$ cat src/rtl/fft_output_reorder_pkg.sv
// Shared FFT constants, read-side state encoding and the bit-reversal helper
// used by every stage that has to undo decimation-in-frequency ordering.
package fft_output_reorder_pkg;

    localparam int FFT_N      = 32;
    localparam int FFT_LOG2N  = $clog2(FFT_N);
    localparam int FFT_DATA_W = 18;

    typedef enum logic {
        RD_IDLE = 1'b0,
        RD_READ = 1'b1
    } rd_state_e;

    // Reverses the low 'bits' bits of value; bits above 'bits' come back zero.
    function automatic logic [15:0] bitrev(input logic [15:0] value, input int bits);
        logic [15:0] r;
        r = '0;
        for (int k = 0; k < 16; k++) begin
            if (k < bits) r[k] = value[bits-1-k];
        end
        return r;
    endfunction

endpackage

$ cat src/rtl/fft_output_reorder_if.sv
// Sample stream into and out of the output reorder buffer.
// Handshake: valid-only, no back-pressure; a sample moves on every rising clk edge where its valid is 1.
interface fft_output_reorder_if #(
    parameter int N      = fft_output_reorder_pkg::FFT_N,
    parameter int DATA_W = fft_output_reorder_pkg::FFT_DATA_W
);
    localparam int AW = $clog2(N);

    logic                     valid_i;
    logic signed [DATA_W-1:0] data_in_r;
    logic signed [DATA_W-1:0] data_in_i;
    logic                     valid_o;
    logic                     frame_o;
    logic [AW-1:0]            bin_o;
    logic signed [DATA_W-1:0] data_out_r;
    logic signed [DATA_W-1:0] data_out_i;

    modport master (
        output valid_i, data_in_r, data_in_i,
        input  valid_o, frame_o, bin_o, data_out_r, data_out_i
    );

    modport slave (
        input  valid_i, data_in_r, data_in_i,
        output valid_o, frame_o, bin_o, data_out_r, data_out_i
    );

endinterface

$ cat src/rtl/fft_output_reorder_bank.sv
// Two-bank ping-pong sample store: one synchronous write port and one
// registered read port that returns zero whenever no read is issued.
module reorder_bank #(
    parameter int N = 32,
    parameter int W = 36
) (
    input  logic                 clk,
    input  logic                 rst_n,
    input  logic                 wr_en,
    input  logic                 wr_bank,
    input  logic [$clog2(N)-1:0] wr_addr,
    input  logic [W-1:0]         wr_data,
    input  logic                 rd_en,
    input  logic                 rd_bank,
    input  logic [$clog2(N)-1:0] rd_addr,
    output logic [W-1:0]         rd_data
);
    logic [W-1:0] mem [2*N];

    // Contents are never reset; the full flags decide what is meaningful.
    always_ff @(posedge clk) begin
        if (wr_en) mem[{wr_bank, wr_addr}] <= wr_data;
    end

    always_ff @(posedge clk or negedge rst_n) begin
        if (!rst_n) begin
            rd_data <= '0;
        end else if (rd_en) begin
            rd_data <= mem[{rd_bank, rd_addr}];
        end else begin
            rd_data <= '0;
        end
    end

endmodule

$ cat src/rtl/fft_output_reorder.sv
// Converts bit-reversed FFT output into natural bin order using a ping-pong
// buffer: frames are scattered in at bitrev(n) and streamed out sequentially.
module fft_output_reorder
    import fft_output_reorder_pkg::*;
#(
    parameter int N      = FFT_N,
    parameter int DATA_W = FFT_DATA_W
) (
    input  logic                clk,
    input  logic                rst_n,
    fft_output_reorder_if.slave io,
    output rd_state_e           dbg_state
);
    localparam int            AW   = $clog2(N);
    localparam int            MW   = 2 * DATA_W;
    localparam logic [AW-1:0] LAST = AW'(N - 1);

    logic [AW-1:0] wr_cnt;
    logic          wr_bank;
    logic [1:0]    full;
    logic          rd_bank;
    logic [AW-1:0] rd_cnt;
    rd_state_e     state;
    logic          valid_q;
    logic          frame_q;
    logic [AW-1:0] bin_q;

    logic          wr_last;
    logic          rd_en;
    logic          rd_last;
    logic          other_full;
    logic [AW-1:0] wr_addr;
    logic [AW-1:0] rd_addr;
    logic [MW-1:0] rd_data;

    assign wr_last = io.valid_i && (wr_cnt == LAST);
    assign wr_addr = AW'(bitrev(16'(wr_cnt), AW));

    // Bin 0 is read on the very edge the FSM leaves IDLE, so the first output
    // appears one edge after the bank fills.
    assign rd_en   = (state == RD_READ) || full[rd_bank];
    assign rd_addr = (state == RD_READ) ? rd_cnt : '0;
    assign rd_last = rd_en && (rd_addr == LAST);

    // A bank completing on this edge counts as full so back-to-back frames leave no gap.
    assign other_full = full[~rd_bank] || (wr_last && (wr_bank != rd_bank));

    always_ff @(posedge clk or negedge rst_n) begin
        if (!rst_n) begin
            wr_cnt  <= '0;
            wr_bank <= 1'b0;
        end else if (io.valid_i) begin
            if (wr_last) begin
                wr_cnt  <= '0;
                wr_bank <= ~wr_bank;
            end else begin
                wr_cnt <= wr_cnt + 1'b1;
            end
        end
    end

    always_ff @(posedge clk or negedge rst_n) begin
        if (!rst_n) begin
            full <= 2'b00;
        end else begin
            if (rd_last) full[rd_bank] <= 1'b0;
            if (wr_last) full[wr_bank] <= 1'b1;
        end
    end

    always_ff @(posedge clk or negedge rst_n) begin
        if (!rst_n) begin
            state   <= RD_IDLE;
            rd_cnt  <= '0;
            rd_bank <= 1'b0;
            valid_q <= 1'b0;
            frame_q <= 1'b0;
            bin_q   <= '0;
        end else begin
            valid_q <= rd_en;
            frame_q <= rd_en && (rd_addr == '0);
            bin_q   <= rd_en ? rd_addr : '0;
            case (state)
                RD_IDLE: begin
                    if (full[rd_bank]) begin
                        state  <= RD_READ;
                        rd_cnt <= AW'(1);
                    end
                end
                RD_READ: begin
                    if (rd_cnt == LAST) begin
                        rd_cnt  <= '0;
                        rd_bank <= ~rd_bank;
                        if (!other_full) state <= RD_IDLE;
                    end else begin
                        rd_cnt <= rd_cnt + 1'b1;
                    end
                end
                default: state <= RD_IDLE;
            endcase
        end
    end

    reorder_bank #(
        .N(N),
        .W(MW)
    ) u_bank (
        .clk    (clk),
        .rst_n  (rst_n),
        .wr_en  (io.valid_i),
        .wr_bank(wr_bank),
        .wr_addr(wr_addr),
        .wr_data({io.data_in_r, io.data_in_i}),
        .rd_en  (rd_en),
        .rd_bank(rd_bank),
        .rd_addr(rd_addr),
        .rd_data(rd_data)
    );

    assign io.valid_o    = valid_q;
    assign io.frame_o    = frame_q;
    assign io.bin_o      = bin_q;
    assign io.data_out_r = rd_data[MW-1:DATA_W];
    assign io.data_out_i = rd_data[DATA_W-1:0];
    assign dbg_state     = state;

    // Writing into a bank that still holds an unread frame would corrupt it.
    a_no_overwrite: assert property (@(posedge clk) disable iff (!rst_n)
        io.valid_i |-> !full[wr_bank]);

endmodule

$ cat src/flat_wrapper.sv
// flat-port wrapper written by rule: the top's interface ports become plain ports
module fft_output_reorder_flat import fft_output_reorder_pkg::*;
#(
    parameter int N      = FFT_N,
    parameter int DATA_W = FFT_DATA_W
)
  (clk, rst_n, dbg_state, io_valid_i, io_data_in_r, io_data_in_i, io_valid_o, io_frame_o, io_bin_o, io_data_out_r, io_data_out_i);
  fft_output_reorder_if #(.N(N), .DATA_W(DATA_W)) io_i ();
  input  logic clk;
  input  logic rst_n;
  output rd_state_e dbg_state;
  input wire logic [$bits(io_i.valid_i)-1:0] io_valid_i;
  input wire logic [$bits(io_i.data_in_r)-1:0] io_data_in_r;
  input wire logic [$bits(io_i.data_in_i)-1:0] io_data_in_i;
  output wire logic [$bits(io_i.valid_o)-1:0] io_valid_o;
  output wire logic [$bits(io_i.frame_o)-1:0] io_frame_o;
  output wire logic [$bits(io_i.bin_o)-1:0] io_bin_o;
  output wire logic [$bits(io_i.data_out_r)-1:0] io_data_out_r;
  output wire logic [$bits(io_i.data_out_i)-1:0] io_data_out_i;
  assign io_i.valid_i = io_valid_i;
  assign io_i.data_in_r = io_data_in_r;
  assign io_i.data_in_i = io_data_in_i;
  assign io_valid_o = io_i.valid_o;
  assign io_frame_o = io_i.frame_o;
  assign io_bin_o = io_i.bin_o;
  assign io_data_out_r = io_i.data_out_r;
  assign io_data_out_i = io_i.data_out_i;
  fft_output_reorder #(.N(N), .DATA_W(DATA_W)) u_core (.clk(clk), .rst_n(rst_n), .io(io_i), .dbg_state(dbg_state));
endmodule
$ cat config.mk
export PLATFORM = sky130hd
export DESIGN_NAME = fft_output_reorder_flat
export DESIGN_NICKNAME = d
export VERILOG_FILES = /design/src/rtl/fft_output_reorder_pkg.sv /design/src/rtl/fft_output_reorder_if.sv /design/src/rtl/fft_output_reorder_bank.sv /design/src/rtl/fft_output_reorder.sv /design/src/flat_wrapper.sv
export SDC_FILE = /design/constraint.sdc
export NUM_CORES = 2
export LEC_CHECK = 0
export BUFFER_PORTS_ARGS = -buffer_cell sky130_fd_sc_hd__buf_2
export CORE_MARGIN = 1.5
export CORE_UTILIZATION = 50
export CTS_CLUSTER_DIAMETER = 50
export CTS_CLUSTER_SIZE = 25
export DETAILED_ROUTE_END_ITERATION = 10
export GPL_ROUTABILITY_DRIVEN = 1
export GPL_TIMING_DRIVEN = 1
export HOLD_SLACK_MARGIN = 0.15
export PLACE_DENSITY = 0.65
export REMOVE_ABC_BUFFERS = 1
export SLEW_MARGIN = 5
export SYNTH_ARGS = -nofsm -noshare
export SYNTH_HDL_FRONTEND = slang
export SYNTH_SLANG_ARGS = --single-unit
$ cat constraint.sdc
create_clock -name clk -period 4.8 [get_ports clk]
set_input_delay 0.48 -clock clk [delete_from_list [all_inputs] [get_ports clk]]
set_output_delay 0.48 -clock clk [all_outputs]
set_load 0.005 [all_outputs]
==> results.yml <==
routing:
  wl_per_cell_um: 37.8
  vias: 54980
  via_per_inst: 6.90
  drc: 0
  first_pass_iters: 6
  wl_mm: 301
  drt-initial-drc-count: 8813
  ant_nets: 0
logic_synthesis:
  muxShareOfSynthArea: 0.0867
  ys_ff_latch: 2362
  synth_flop_cell: "edfxtp_1"
  yosysSeqAreaShare: 0.768
  synth_simple_gate_area_share: 0.0315
  yosysTopAreaCell: "edfxtp_1"
  synth_top_family_by_area: "compound AO/OA/AOI/OAI gates"
  synth_edf_count: 2304
  synth_fa_ha_area_frac: 0.000544
  async_flop_share: 0.0246
  syn_area_um2: 92000
  avgSynthCellArea_um2: 17.6
  synth.area.top_cells: "edfxtp_1 75%, mux2i_1 4.0%, mux4_2 2.9%"
  synth_top_area_share: 0.752
  synth-compound-area-share: 0.0896
  synthXorXnorAreaFrac: 0.000381
  yosysUniqueCellTypes: 83
  yosysWarnings: 0
  postSynthCellCount: 5230
  yosys.cell_count.top_type: "edfxtp_1"
  yosys-top-cells-count: "2304 x edfxtp_1, 371 x mux2i_1, 277 x o22ai_1"
worst_setup_path:
  cp-endpoint: "u_core.u_bank.rd_data[31]$_DFF_PN0_"
  worstPathArrival_ps: 4810
  r2r_slack_ps: 670
  crit_type: "flip-flop to flip-flop"
  setup.worst_path.end_class: "flip-flop"
  worstPathRequired_ps: 5480
  crit_fanout: 92
  crit_path_start_kind: "flip-flop"
  crit_path_start: "u_core.dbg_state$_DFF_PN0_"
  rr_endpoint: "u_core.u_bank.rd_data[31]$_DFF_PN0_"
  r2r_cells: 8
  rr_startpoint: "u_core.dbg_state$_DFF_PN0_"
place:
  portBuffers: 82
  place_area_um2: 96400
  hpwl_mm: 169
  place_congestion: 0.894
  place_ws_ps: 767
grt:
  grt_first_pass_wirelength_mm: 413
  antenna_found_initial: 25
  grt_max_degree: 127
  grt_pass1_vias: 51522
  grt-ovfl-total: 0
  grt.total_usage: 0.319
final_layout:
  fin_area_um2: 103000
  nNetsFinal: 5381
  area.sequential_um2: 70700
  multi_input_area_um2: 19800
  nFillCells: 13824
  syn2layout_area_growth_pct: 11.7
  final_layout_size_suffix_gt1_frac: 0.176
sta:
  clock_skew_ps: 35.2
  setup_viol: 0
  fin_setup_tns_ps: 0
  min_period_ps: 4130
  slew_viol_final: 0
  worst-slew-pin-transition_ps: 1260
  hold_violations: 0
  fmax_ghz: 0.242
  slew_headroom: 0.155
  rsz0062_at_grt: "false"
  fin_ws_ps: 668
  period_share: 0.861
  whs_ps: 274
power:
  clkPwrFrac: 0.395
  p_leak_nw: 34.5
  p_comb_frac: 0.032
  seqPwrFrac: 0.574
  finalPower_w: 0.0406
  power.density_nw_per_um2: 395
  p_int_w: 0.0312
  switchingPower_w: 0.00948
  netSwitchingFraction: 0.233
  ir_drop_v: 0.000494
clock_tree:
  h-tree-depth: 4
  cts_setup_buffers: 0
  cts.sinks: 2362
  root_buffer: "clkbuf_16"
  cts_buffers: 172
  cts_tree: "built"
  cts.clk_slew.worst_paths_ps: 80
  clk_path_buf_depth: 3
  clock_latency_ps: 880
floorplan:
  initial_core_util: 0.503
  fp.dieH_um: 432
  chipWidth_um: 432
  ioPinCount: 83
  row_count: 157
  die_area_um2: 187000
  core_area_um2: 183000
worst_hold_path:
  min_path_type: "input pin to flip-flop"
job:
  cap_viol_max_count: 0
status:
  outcome: "finished clean"
[sequential cells by signal, summed over array words and instances (netlist names)]
signal / count
u_core.dbg_state: 1
u_core.full: 2
u_core.io.bin_o: 5
u_core.io.frame_o: 1
u_core.io.valid_o: 1
u_core.rd_bank: 1
u_core.rd_cnt: 5
u_core.u_bank.mem: 2304
u_core.u_bank.rd_data: 36
u_core.wr_bank: 1
u_core.wr_cnt: 5
[per-stage QoR]
step | util | cells
after floorplan | - | 4875
after global placement | 0.527 | 7626
after detailed placement | 0.527 | 7626
after CTS | 0.562 | 7954
after global routing | 0.562 | 7958
final | 0.562 | 7968
[placed cells by master, fill, tap and decap left out, types with 18 or more instances in the layout]
cell	count
mux2i_1	371
dfrtp_1	52
a21oi_1	231
nor2_1	155
a221o_1	19
a221oi_1	68
clkinv_8	25
buf_4	139
mux2_2	132
nor3_1	22
o22ai_1	277
o211ai_1	18
nand2_1	204
a31oi_1	62
o221ai_1	63
buf_12	67
nor2_4	62
o21ai_0	149
nor2b_1	62
edfxtp_1	2304
a22o_1	21
nand3_1	46
a211oi_1	108
buf_2	81
inv_6	25
clkbuf_16	176
mux4_2	118
a22oi_1	69
[power by group through the flow]
stage / registers [W] / logic, W / clock network, W
floorplan: 0.0237 / 0.000358 / 0
global placement: 0.0238 / 0.00123 / 0
detailed placement: 0.0238 / 0.00125 / 0
CTS: 0.0233 / 0.00126 / 0.0161
global route: 0.0234 / 0.00132 / 0.0169
finish: 0.0233 / 0.00129 / 0.0160
[logic make-up after synthesis]
family          Yosys count
mux                     626
buf+inv                 371
compound gates         1221
flops                  2362
simple gates            642
fa+ha+maj                 4
xor+xnor                  4
[critical path: stages, from the launching register on]
cell and delay (ps):
dfrtp_4 780, buf_12 530, nand4bb_4 670, buf_4 500, o21ai_0 160, or3_1 150
a311oi_1 50, nor4_1 930, o22ai_1 160
[worst min path at each step]
stage | cells past startpoint | endpoint | startpoint
floorplan | 0 | u_core.dbg_state$_DFF_PN0_ | rst_n
global placement | 1 | u_core.wr_cnt[3]$_DFFE_PN0P_ | u_core.wr_cnt[3]$_DFFE_PN0P_
detailed placement | 1 | u_core.wr_cnt[3]$_DFFE_PN0P_ | u_core.wr_cnt[3]$_DFFE_PN0P_
CTS | 2 | u_core.u_bank.mem[20][12]$_DFFE_PP_ | io_data_in_i[12]
global route | 2 | u_core.u_bank.mem[20][12]$_DFFE_PP_ | io_data_in_i[12]
finish | 2 | u_core.u_bank.mem[23][12]$_DFFE_PP_ | io_data_in_i[12]
[what timing repair did]
action / in CTS / in global routing
endpoints found under the setup margin: 0 / 0
endpoints found under the hold margin: 38 / 0
gates resized for setup: 0 / 0
hold buffers: 2 / 0
[cell type report]
class,instances,share of cell area
Multi-Input combinational cell,2497,0.193
Timing Repair Buffer,289,0.0273
Clock inverter,139,0.0178
Tap cell,2464,0.0300
Sequential cell,2362,0.688
Clock buffer,187,0.0436
Inverter,16,0.000621
Antenna cell,14,0.000341
[metal layers]
metal	wire length, um	GRT usage
met5	330	0
met4	17900	0.166
met3	37900	0.0822
met2	135000	0.479
met1	110000	0.432
Note: power is estimated with default switching activity, not from simulation.
